`config.mk`:
```
export PLATFORM = sky130hd
export DESIGN_NAME = dnn_seq_ctl_flat
export DESIGN_NICKNAME = d
export VERILOG_FILES = /design/src/rtl/dnn_seq_ctl_pkg.sv /design/src/rtl/dnn_seq_ctl_if.sv /design/src/rtl/dnn_seq_ctl.sv /design/src/flat_wrapper.sv
export SDC_FILE = /design/constraint.sdc
export NUM_CORES = 1
export LEC_CHECK = 0
export BUFFER_PORTS_ARGS = -buffer_cell sky130_fd_sc_hd__buf_2
export CAP_MARGIN = 10
export CORE_MARGIN = 10
export CORE_UTILIZATION = 56
export DETAILED_ROUTE_END_ITERATION = 16
export GPL_TIMING_DRIVEN = 0
export PLACE_DENSITY = 0.82
export SYNTH_ARGS = -nofsm -noshare
export SYNTH_HDL_FRONTEND = slang
export SYNTH_SLANG_ARGS = --single-unit
```
`constraint.sdc`:
```
create_clock -name clk -period 2.25 [get_ports clk]
set_input_delay 0.5625 -clock clk [delete_from_list [all_inputs] [get_ports clk]]
set_output_delay 0.5625 -clock clk [all_outputs]
set_load 0.01 [all_outputs]
```
`src/rtl/dnn_seq_ctl_pkg.sv`:
```
// Shared types and sizes for the matrix-vector sequencer.
package dnn_ctl_pkg;

  localparam int unsigned AW_DEF = 13;
  localparam int unsigned CNT_W  = 12;
  localparam int unsigned LAT_W  = 4;

  typedef enum logic [2:0] {
    IDLE,
    EXEC,
    DRAIN,
    OUT,
    DONE
  } ctl_state_t;

endpackage

```
`src/rtl/dnn_seq_ctl_if.sv`:
```
// Host command and buffer strobe bundle of the sequencer.
// The master side is the sequencer; the slave side is the host/buffers.
interface dnn_seq_ctl_if
  import dnn_ctl_pkg::*;
#(
  parameter int unsigned AW = AW_DEF
);

  logic             run;
  logic             abort;
  logic [CNT_W-1:0] vs_m1;
  logic [CNT_W-1:0] um_m1;
  logic             exec;
  logic [AW-1:0]    ia;
  logic             init;
  logic             outr;
  logic [AW-1:0]    oa;
  logic             busy;
  logic             done;
  logic             bank;

  modport master (
    input  run, abort, vs_m1, um_m1,
    output exec, ia, init, outr, oa, busy, done, bank
  );

  modport slave (
    output run, abort, vs_m1, um_m1,
    input  exec, ia, init, outr, oa, busy, done, bank
  );

endinterface

```
`src/rtl/dnn_seq_ctl.sv`:
```
// Sequencer turning a run command into source reads and destination write strobes.
// Optional build macro DNN_PINGPONG_EN: toggle bank on every completed run.
module dnn_seq_ctl
  import dnn_ctl_pkg::*;
#(
  parameter int unsigned LAT = 4,
  parameter int unsigned AW  = AW_DEF
) (
  input  logic           clk,
  input  logic           reset,
  dnn_seq_ctl_if.master  bus
);

  ctl_state_t       state;
  logic [CNT_W-1:0] k;
  logic [CNT_W-1:0] j;
  logic [CNT_W-1:0] vs;
  logic [CNT_W-1:0] um;
  logic [LAT_W-1:0] d;
  logic             bank;

  assign bus.bank = bank;

  function automatic logic [AW-1:0] mk_addr(input logic b, input logic [CNT_W-1:0] c);
    mk_addr            = '0;
    mk_addr[AW-1]      = b;
    mk_addr[CNT_W-1:0] = c;
  endfunction

  // Outputs are loaded with the values of the state being entered, so every
  // strobe is registered and lines up with its state.
  always_ff @(posedge clk) begin
    if (reset) begin
      state    <= IDLE;
      k        <= '0;
      j        <= '0;
      vs       <= '0;
      um       <= '0;
      d        <= '0;
      bank     <= 1'b0;
      bus.exec <= 1'b0;
      bus.init <= 1'b0;
      bus.outr <= 1'b0;
      bus.done <= 1'b0;
      bus.busy <= 1'b0;
      bus.ia   <= '0;
      bus.oa   <= '0;
    end else if (bus.abort && state != IDLE) begin
      state    <= IDLE;
      bus.exec <= 1'b0;
      bus.init <= 1'b0;
      bus.outr <= 1'b0;
      bus.done <= 1'b0;
      bus.busy <= 1'b0;
    end else begin
      bus.exec <= 1'b0;
      bus.init <= 1'b0;
      bus.outr <= 1'b0;
      bus.done <= 1'b0;
      unique case (state)
        IDLE: begin
          if (bus.run && !bus.abort) begin
            state    <= EXEC;
            vs       <= bus.vs_m1;
            um       <= bus.um_m1;
            k        <= '0;
            j        <= '0;
            bus.exec <= 1'b1;
            bus.init <= 1'b1;
            bus.ia   <= mk_addr(bank, '0);
            bus.busy <= 1'b1;
          end
        end
        EXEC: begin
          if (k == vs) begin
            state <= DRAIN;
            d     <= LAT_W'(LAT - 1);
          end else begin
            k        <= k + CNT_W'(1);
            bus.exec <= 1'b1;
            bus.ia   <= mk_addr(bank, k + CNT_W'(1));
          end
        end
        DRAIN: begin
          if (d == '0) begin
            state    <= OUT;
            bus.outr <= 1'b1;
            bus.oa   <= mk_addr(bank, j);
          end else begin
            d <= d - LAT_W'(1);
          end
        end
        OUT: begin
          if (j == um) begin
            state    <= DONE;
            bus.done <= 1'b1;
          end else begin
            state    <= EXEC;
            j        <= j + CNT_W'(1);
            k        <= '0;
            bus.exec <= 1'b1;
            bus.init <= 1'b1;
            bus.ia   <= mk_addr(bank, '0);
          end
        end
        DONE: begin
          state    <= IDLE;
          bus.busy <= 1'b0;
`ifdef DNN_PINGPONG_EN
          bank     <= ~bank;
`else
          bank     <= 1'b0;
`endif
        end
      endcase
    end
  end

endmodule

```
`src/flat_wrapper.sv`:
```
// flat-port wrapper written by rule: the top's interface ports become plain ports
module dnn_seq_ctl_flat import dnn_ctl_pkg::*;
#(
  parameter int unsigned LAT = 4,
  parameter int unsigned AW  = AW_DEF
)
  (clk, reset, bus_run, bus_abort, bus_vs_m1, bus_um_m1, bus_exec, bus_ia, bus_init, bus_outr, bus_oa, bus_busy, bus_done, bus_bank);
  dnn_seq_ctl_if #(.AW(AW)) bus_i ();
  input  logic clk;
  input  logic reset;
  input wire logic [$bits(bus_i.run)-1:0] bus_run;
  input wire logic [$bits(bus_i.abort)-1:0] bus_abort;
  input wire logic [$bits(bus_i.vs_m1)-1:0] bus_vs_m1;
  input wire logic [$bits(bus_i.um_m1)-1:0] bus_um_m1;
  output wire logic [$bits(bus_i.exec)-1:0] bus_exec;
  output wire logic [$bits(bus_i.ia)-1:0] bus_ia;
  output wire logic [$bits(bus_i.init)-1:0] bus_init;
  output wire logic [$bits(bus_i.outr)-1:0] bus_outr;
  output wire logic [$bits(bus_i.oa)-1:0] bus_oa;
  output wire logic [$bits(bus_i.busy)-1:0] bus_busy;
  output wire logic [$bits(bus_i.done)-1:0] bus_done;
  output wire logic [$bits(bus_i.bank)-1:0] bus_bank;
  assign bus_i.run = bus_run;
  assign bus_i.abort = bus_abort;
  assign bus_i.vs_m1 = bus_vs_m1;
  assign bus_i.um_m1 = bus_um_m1;
  assign bus_exec = bus_i.exec;
  assign bus_ia = bus_i.ia;
  assign bus_init = bus_i.init;
  assign bus_outr = bus_i.outr;
  assign bus_oa = bus_i.oa;
  assign bus_busy = bus_i.busy;
  assign bus_done = bus_i.done;
  assign bus_bank = bus_i.bank;
  dnn_seq_ctl #(.LAT(LAT), .AW(AW)) u_core (.clk(clk), .reset(reset), .bus(bus_i));
endmodule
```
==> results of run 1 <==
## worst min-delay path, stage by stage
cell and delay (ps):
buf_2 90, nand2_1 50, a21oi_1 50
## sequential cells by signal, indices dropped and copies added, names as in the netlist
signal and count:
u_core.bus.done 1, u_core.bus.busy 1, u_core.vs 12, u_core.j 12
u_core.bus.init 1, u_core.bus.ia 12, u_core.state 3, u_core.bus.outr 1
u_core.bus.exec 1, u_core.um 12, u_core.bus.oa 12, u_core.d 4
## worst max path at each step
stage	cells past startpoint	slack [ps]	start	endpoint
CTS	6	50	u_core.bus.ia[8]	u_core.bus.ia[0]
detailed placement	7	-170	bus_abort	u_core.bus.ia[2]
global placement	7	-100	bus_abort	u_core.bus.ia[2]
global route	7	-10	u_core.state[2]	u_core.vs[7]
finish	7	120	u_core.state[2]	u_core.bus.ia[4]
floorplan	6	360	u_core.bus.ia[0]	u_core.bus.ia[0]
## routing by layer
| metal | up-vias | wire length, um | track usage [%] |
|---|---|---|---|
| li1 | 1678 | - | - |
| met1 | 1618 | 4330 | 25.6 |
| met2 | 183 | 4550 | 29.6 |
| met3 | 32 | 965 | 6.87 |
| met4 | 0 | 300 | 8.59 |
| met5 | - | 0 | 0 |
## report_power, final
| group | switching (mW) | leakage (nW) | internal (mW) |
|---|---|---|---|
| clock | 0.513 | 0.123 | 0.772 |
| combinational | 0.212 | 1.11 | 0.122 |
| sequential | 0.0228 | 0.586 | 1.30 |
| total | 0.748 | 1.82 | 2.20 |
## timing repair
| item | in CTS | in global routing |
|---|---|---|
| gates resized for setup | 1 | 16 |
| setup endpoints to repair | 1 | 21 |
| pin swaps | 0 | 1 |
| buffers inserted | 0 | 2 |
## metrics by stage
step / cells / TNS, ps
final: 584 / 0
after global routing: 584 / -19.5
after CTS: 583 / 0
after detailed placement: 567 / -260
after global placement: 567 / -128
after floorplan: 435 / 0
## synth_stat cells, types with 4 or more instances
| master | number |
|---|---|
| ha_1 | 4 |
| and2_1 | 4 |
| buf_2 | 5 |
| buf_4 | 4 |
| o21a_1 | 4 |
| and3_1 | 4 |
| o21ai_0 | 9 |
| nor3_1 | 12 |
| nor2_1 | 24 |
| nand2_1 | 74 |
| nor4_1 | 7 |
| inv_1 | 9 |
| a211oi_1 | 7 |
| nand3_1 | 12 |
| dfxtp_1 | 72 |
| mux2i_1 | 11 |
| a21oi_1 | 44 |
| xor2_1 | 23 |
| or2_2 | 5 |
| clkbuf_1 | 23 |
| a31oi_1 | 8 |
| or3_1 | 4 |
## cells by family after synthesis
family	after synthesis	share of synthesized area (%)
and+or+nand+nor	172	24.4
other	1	0.104
muxes	11	3.06
DFF	72	40.1
buffers and inverters	43	5.50
xor gates and xnor gates	24	6.06
adders and majority gates	4	1.39
AOI/OAI and AO/OA	106	19.4
## layout make-up
cell class	count	area (sq um)	share of cell area, %
Buffer	33	166	3.91
Timing Repair Buffer	57	290	6.81
Inverter	9	33.8	0.793
Sequential cell	72	1450	34.0
Multi-Input combinational cell	320	1970	46.3
Clock buffer	10	138	3.23
Clock inverter	6	115	2.70
Tap cell	77	96.3	2.26
==> flow_summary.ini, run 1 <==
[timing]
fin_skew_ps = 7.33
rsz0062_at_grt = yes
period_share_pct = 94.5
worst_slew_pin_slew_ps = 649
relSlewSlack_pct = 56.7
fin_crit_ps = 2130
fmax_mhz = 470
worst_slack_ps = 123
setup_viol = 0
hold_viol_final = 0
drv_slew = 0
whs_ps = 437

[global_route]
grt_pass1_wl_um = 16400
grt_pass1_vias = 3369
antenna_found_initial = 0
grt_usage_pct = 19.9
grt_overflow = 0
grt_max_degree = 14

[worst_hold_path]
hold_depth = 3
holdCritPathClass = in -> reg
min_from = bus_um_m1[11]
whs_endpoint = u_core.um[11]

[final_layout]
final_cell_area_sq_um = 4260
fillers = 515
final_core_util_pct = 67.9
layout-drive-gt1-share_pct = 22.3
final_common_cell = nand2_1
fin_nets = 534
syn_to_final_growth_pct = 18.6
layout_common_cells = 74 x nand2_1, 67 x dfxtp_1, 60 x buf_2, 44 x a21oi_1
diodes = 0

[setup_path]
worst-setup-path-type = reg -> reg
start_kind = register
critPathTopFamily = simple AND/OR/NAND/NOR gates
crit_required_ps = 2520
r2r_cells = 7
crit_slowest_cell = nor3_1
cpMostUsedCell = clkbuf_1
r2r-end = u_core.bus.ia[4]
endpoint_kind = register
slowest_delay_ps = 490
r2r-start = u_core.state[2]
path_buf_inv = 3
cp_data_arrival_time_ps = 2400
path_max_fanout = 10
reg2reg_slack_ps = 120
crit_chain = clkbuf_1, or2_1, clkbuf_1, clkbuf_2, nor3_1, nand2_1, o221ai_1

[route]
avgRoutedWirePerCell_um = 17.4
dr.pass1.iters = 5
ant_nets = 0
wirelength_um = 10100
drt_iter0_drc = 416
viasPerCell = 6.01
dr_total_vias = 3511
drc = 0

[logic_synthesis]
synth_edf_count = 0
synth-seq-cells = 72
netlist_area_sq_um = 3590
ys_warn_count = 0
seq_area_frac_synth_pct = 40.1
synth_cells = 433
synth_area_per_cell_sq_um = 8.30
synth.top_cell.area_share_pct = 40.1
async_flop_share_pct = 0
yosys.cell_types.count = 58
synth.area.top_cells = dfxtp_1 40%, nand2_1 7.7%, a21oi_1 6.1%
yosysTopAreaCell = dfxtp_1
synth_ff_type = dfxtp_1

[power_and_ir_drop]
leakage_nw = 1.82
power.density_nw_per_um2 = 691
ir_drop_v = 0.000369
power.total_mw = 2.95

[clocking]
cts_tree = yes
clock_path_buffers = 2
path_clk_slew_ps = 80
cts_made_buffers = 9
cts.root.buffer_cell = clkbuf_8
h-tree-depth = 3
cts_hold_buf = 0
clk_latency_ps = 360
clock-sinks = 72

[floorplan]
num_io_pins = 60
die-height_um = 100
dieArea_sq_um = 10000
initial_core_util_pct = 57.2
die_w_um = 100
core_sq_um = 6280
rows = 29

[run]
cap_violations = 0

[place]
placedInstanceArea_sq_um = 3970
portBuffers = 55
gp_congestion = 0.911
pre_cts_slack_ps = -171
hpwl_um = 7320

[run_status]
status = finished, final reports clean
Power figures use the tool's default switching activity.
==> run 2: changes to the inputs <==
--- a/config.mk
+++ b/config.mk
@@ -9,9 +9,11 @@
 export CAP_MARGIN = 10
 export CORE_MARGIN = 10
 export CORE_UTILIZATION = 56
+export CTS_CLUSTER_SIZE = 30
 export DETAILED_ROUTE_END_ITERATION = 16
 export GPL_TIMING_DRIVEN = 0
 export PLACE_DENSITY = 0.82
+export SETUP_SLACK_MARGIN = 0.3
 export SYNTH_ARGS = -nofsm -noshare
 export SYNTH_HDL_FRONTEND = slang
 export SYNTH_SLANG_ARGS = --single-unit
==> flow_summary.ini, run 2 (synthesis results as in run 1) <==
[run_status]
status = finished, final reports clean

[worst_hold_path]
hold_depth = 3
holdCritPathClass = in -> reg

[final_layout]
final_core_util_pct = 70.6
fin_nets = 539
fillers = 482
diodes = 0
layout-drive-gt1-share_pct = 29.9
layout_common_cells = 73 x nand2_1, 61 x buf_2, 53 x dfxtp_1, 44 x a21oi_1, 22 x xor2_1
syn_to_final_growth_pct = 23.3
multi_input_area_sq_um = 2050
final_common_cell = nand2_1
ff_latch_area_sq_um = 1470

[timing]
hold_viol_final = 0
drv_slew = 0
fin_skew_ps = 9.06
period_share_pct = 85.7
relSlewSlack_pct = 58.4
rsz0062_at_grt = yes
fmax_mhz = 518
fin_crit_ps = 1930
worst_slew_pin_slew_ps = 624
setup_viol = 0

[clocking]
clock-sinks = 72
cts_hold_buf = 0
clk_latency_ps = 350
path_clk_slew_ps = 80
cts_made_buffers = 9
clock_path_buffers = 2
cts.root.buffer_cell = clkbuf_8
cts_tree = yes
h-tree-depth = 3

[place]
hpwl_um = 7320
gp_congestion = 0.911
portBuffers = 55

[setup_path]
crit_required_ps = 2480
start_kind = register
worst-setup-path-type = reg -> reg
cp_data_arrival_time_ps = 2160
path_max_fanout = 10
r2r_cells = 8
endpoint_kind = register

[route]
drt_iter0_drc = 482
dr_total_vias = 3584
ant_nets = 0
viasPerCell = 6.08
wirelength_um = 10500
dr.pass1.iters = 6
avgRoutedWirePerCell_um = 17.9
drc = 0

[floorplan]
dieArea_sq_um = 10000
core_sq_um = 6280
initial_core_util_pct = 57.2
rows = 29
num_io_pins = 60
die_w_um = 100
die-height_um = 100

[power_and_ir_drop]
power.density_nw_per_um2 = 670
leakage_nw = 1.90
power.total_mw = 2.97
ir_drop_v = 0.000421

[run]
cap_violations = 0

[global_route]
antenna_found_initial = 0
grt_pass1_vias = 3382
grt_overflow = 0
grt_pass1_wl_um = 16600
grt_usage_pct = 20.2
grt_max_degree = 14
-- run 2: cell count changes in the layout (fill, tap and decap cells not counted), sizes merged --
cell / before / now
buf: 68 / 76
clkbuf: 32 / 29
-- run 2: repair_timing --
item | in CTS | in global routing
gates cloned | 1 | 0
endpoints found under the setup margin | 47 | 59
gates resized for setup | 30 | 47
setup buffers | 2 | 3
pin swaps | 7 | 9
-- run 2: power breakdown --
part,internal (mW),switching [mW],leakage [nW]
Sequential,1.30,0.0218,0.594
Combinational,0.137,0.221,1.19
Clock,0.772,0.517,0.123
-- run 2: area by class of cell --
class	count	share of cell area, %
clock buffers	10	3.11
well taps	77	2.17
multi-input cells	320	46.2
inverters	9	0.762
repair buffers	61	7.17
plain buffers	34	4.80
clock inverters	6	2.60
flip-flops and latches	72	33.2
-- run 2: final timing paths --
kind	from	end	slack, ps
setup / recovery	u_core.state[2]	u_core.bus.oa[5]	320
hold / removal	bus_vs_m1[4]	u_core.vs[4]	440
setup reg to reg	u_core.state[2]	u_core.bus.oa[5]	320
hold reg to reg	u_core.bus.busy	u_core.bus.busy	460
-- run 2: worst max-delay path, cell delays in order, from the launching register on --
cell and delay, ps:
dfxtp_1 320, buf_4 170, or2_1 220, buf_2 150
or3b_1 400, buf_6 150, buf_6 150, mux2i_1 190
nor2_1 60
-- run 2: layer usage --
layer | vias to the layer above | global-route usage (%) | routed length (um)
met5 | - | 0 | 0
met4 | 0 | 8.37 | 289
met3 | 29 | 6.46 | 1100
met2 | 216 | 30.0 | 4750
met1 | 1653 | 26.5 | 4390
li1 | 1686 | - | -
-- run 2: through the flow --
stage / hold WS [ps] / setup slack [ps] / setup TNS [ps] / cell area, sq um / instances
after floorplan: 448 / 356 / 0 / 3600 / 435
after global routing: 443 / 220 / 0 / 4430 / 589
after CTS: 430 / 282 / 0 / 4310 / 586
after global placement: 448 / -95.6 / -128 / 3970 / 567
final: 442 / 321 / 0 / 4430 / 589
after detailed placement: 454 / -171 / -260 / 3970 / 567
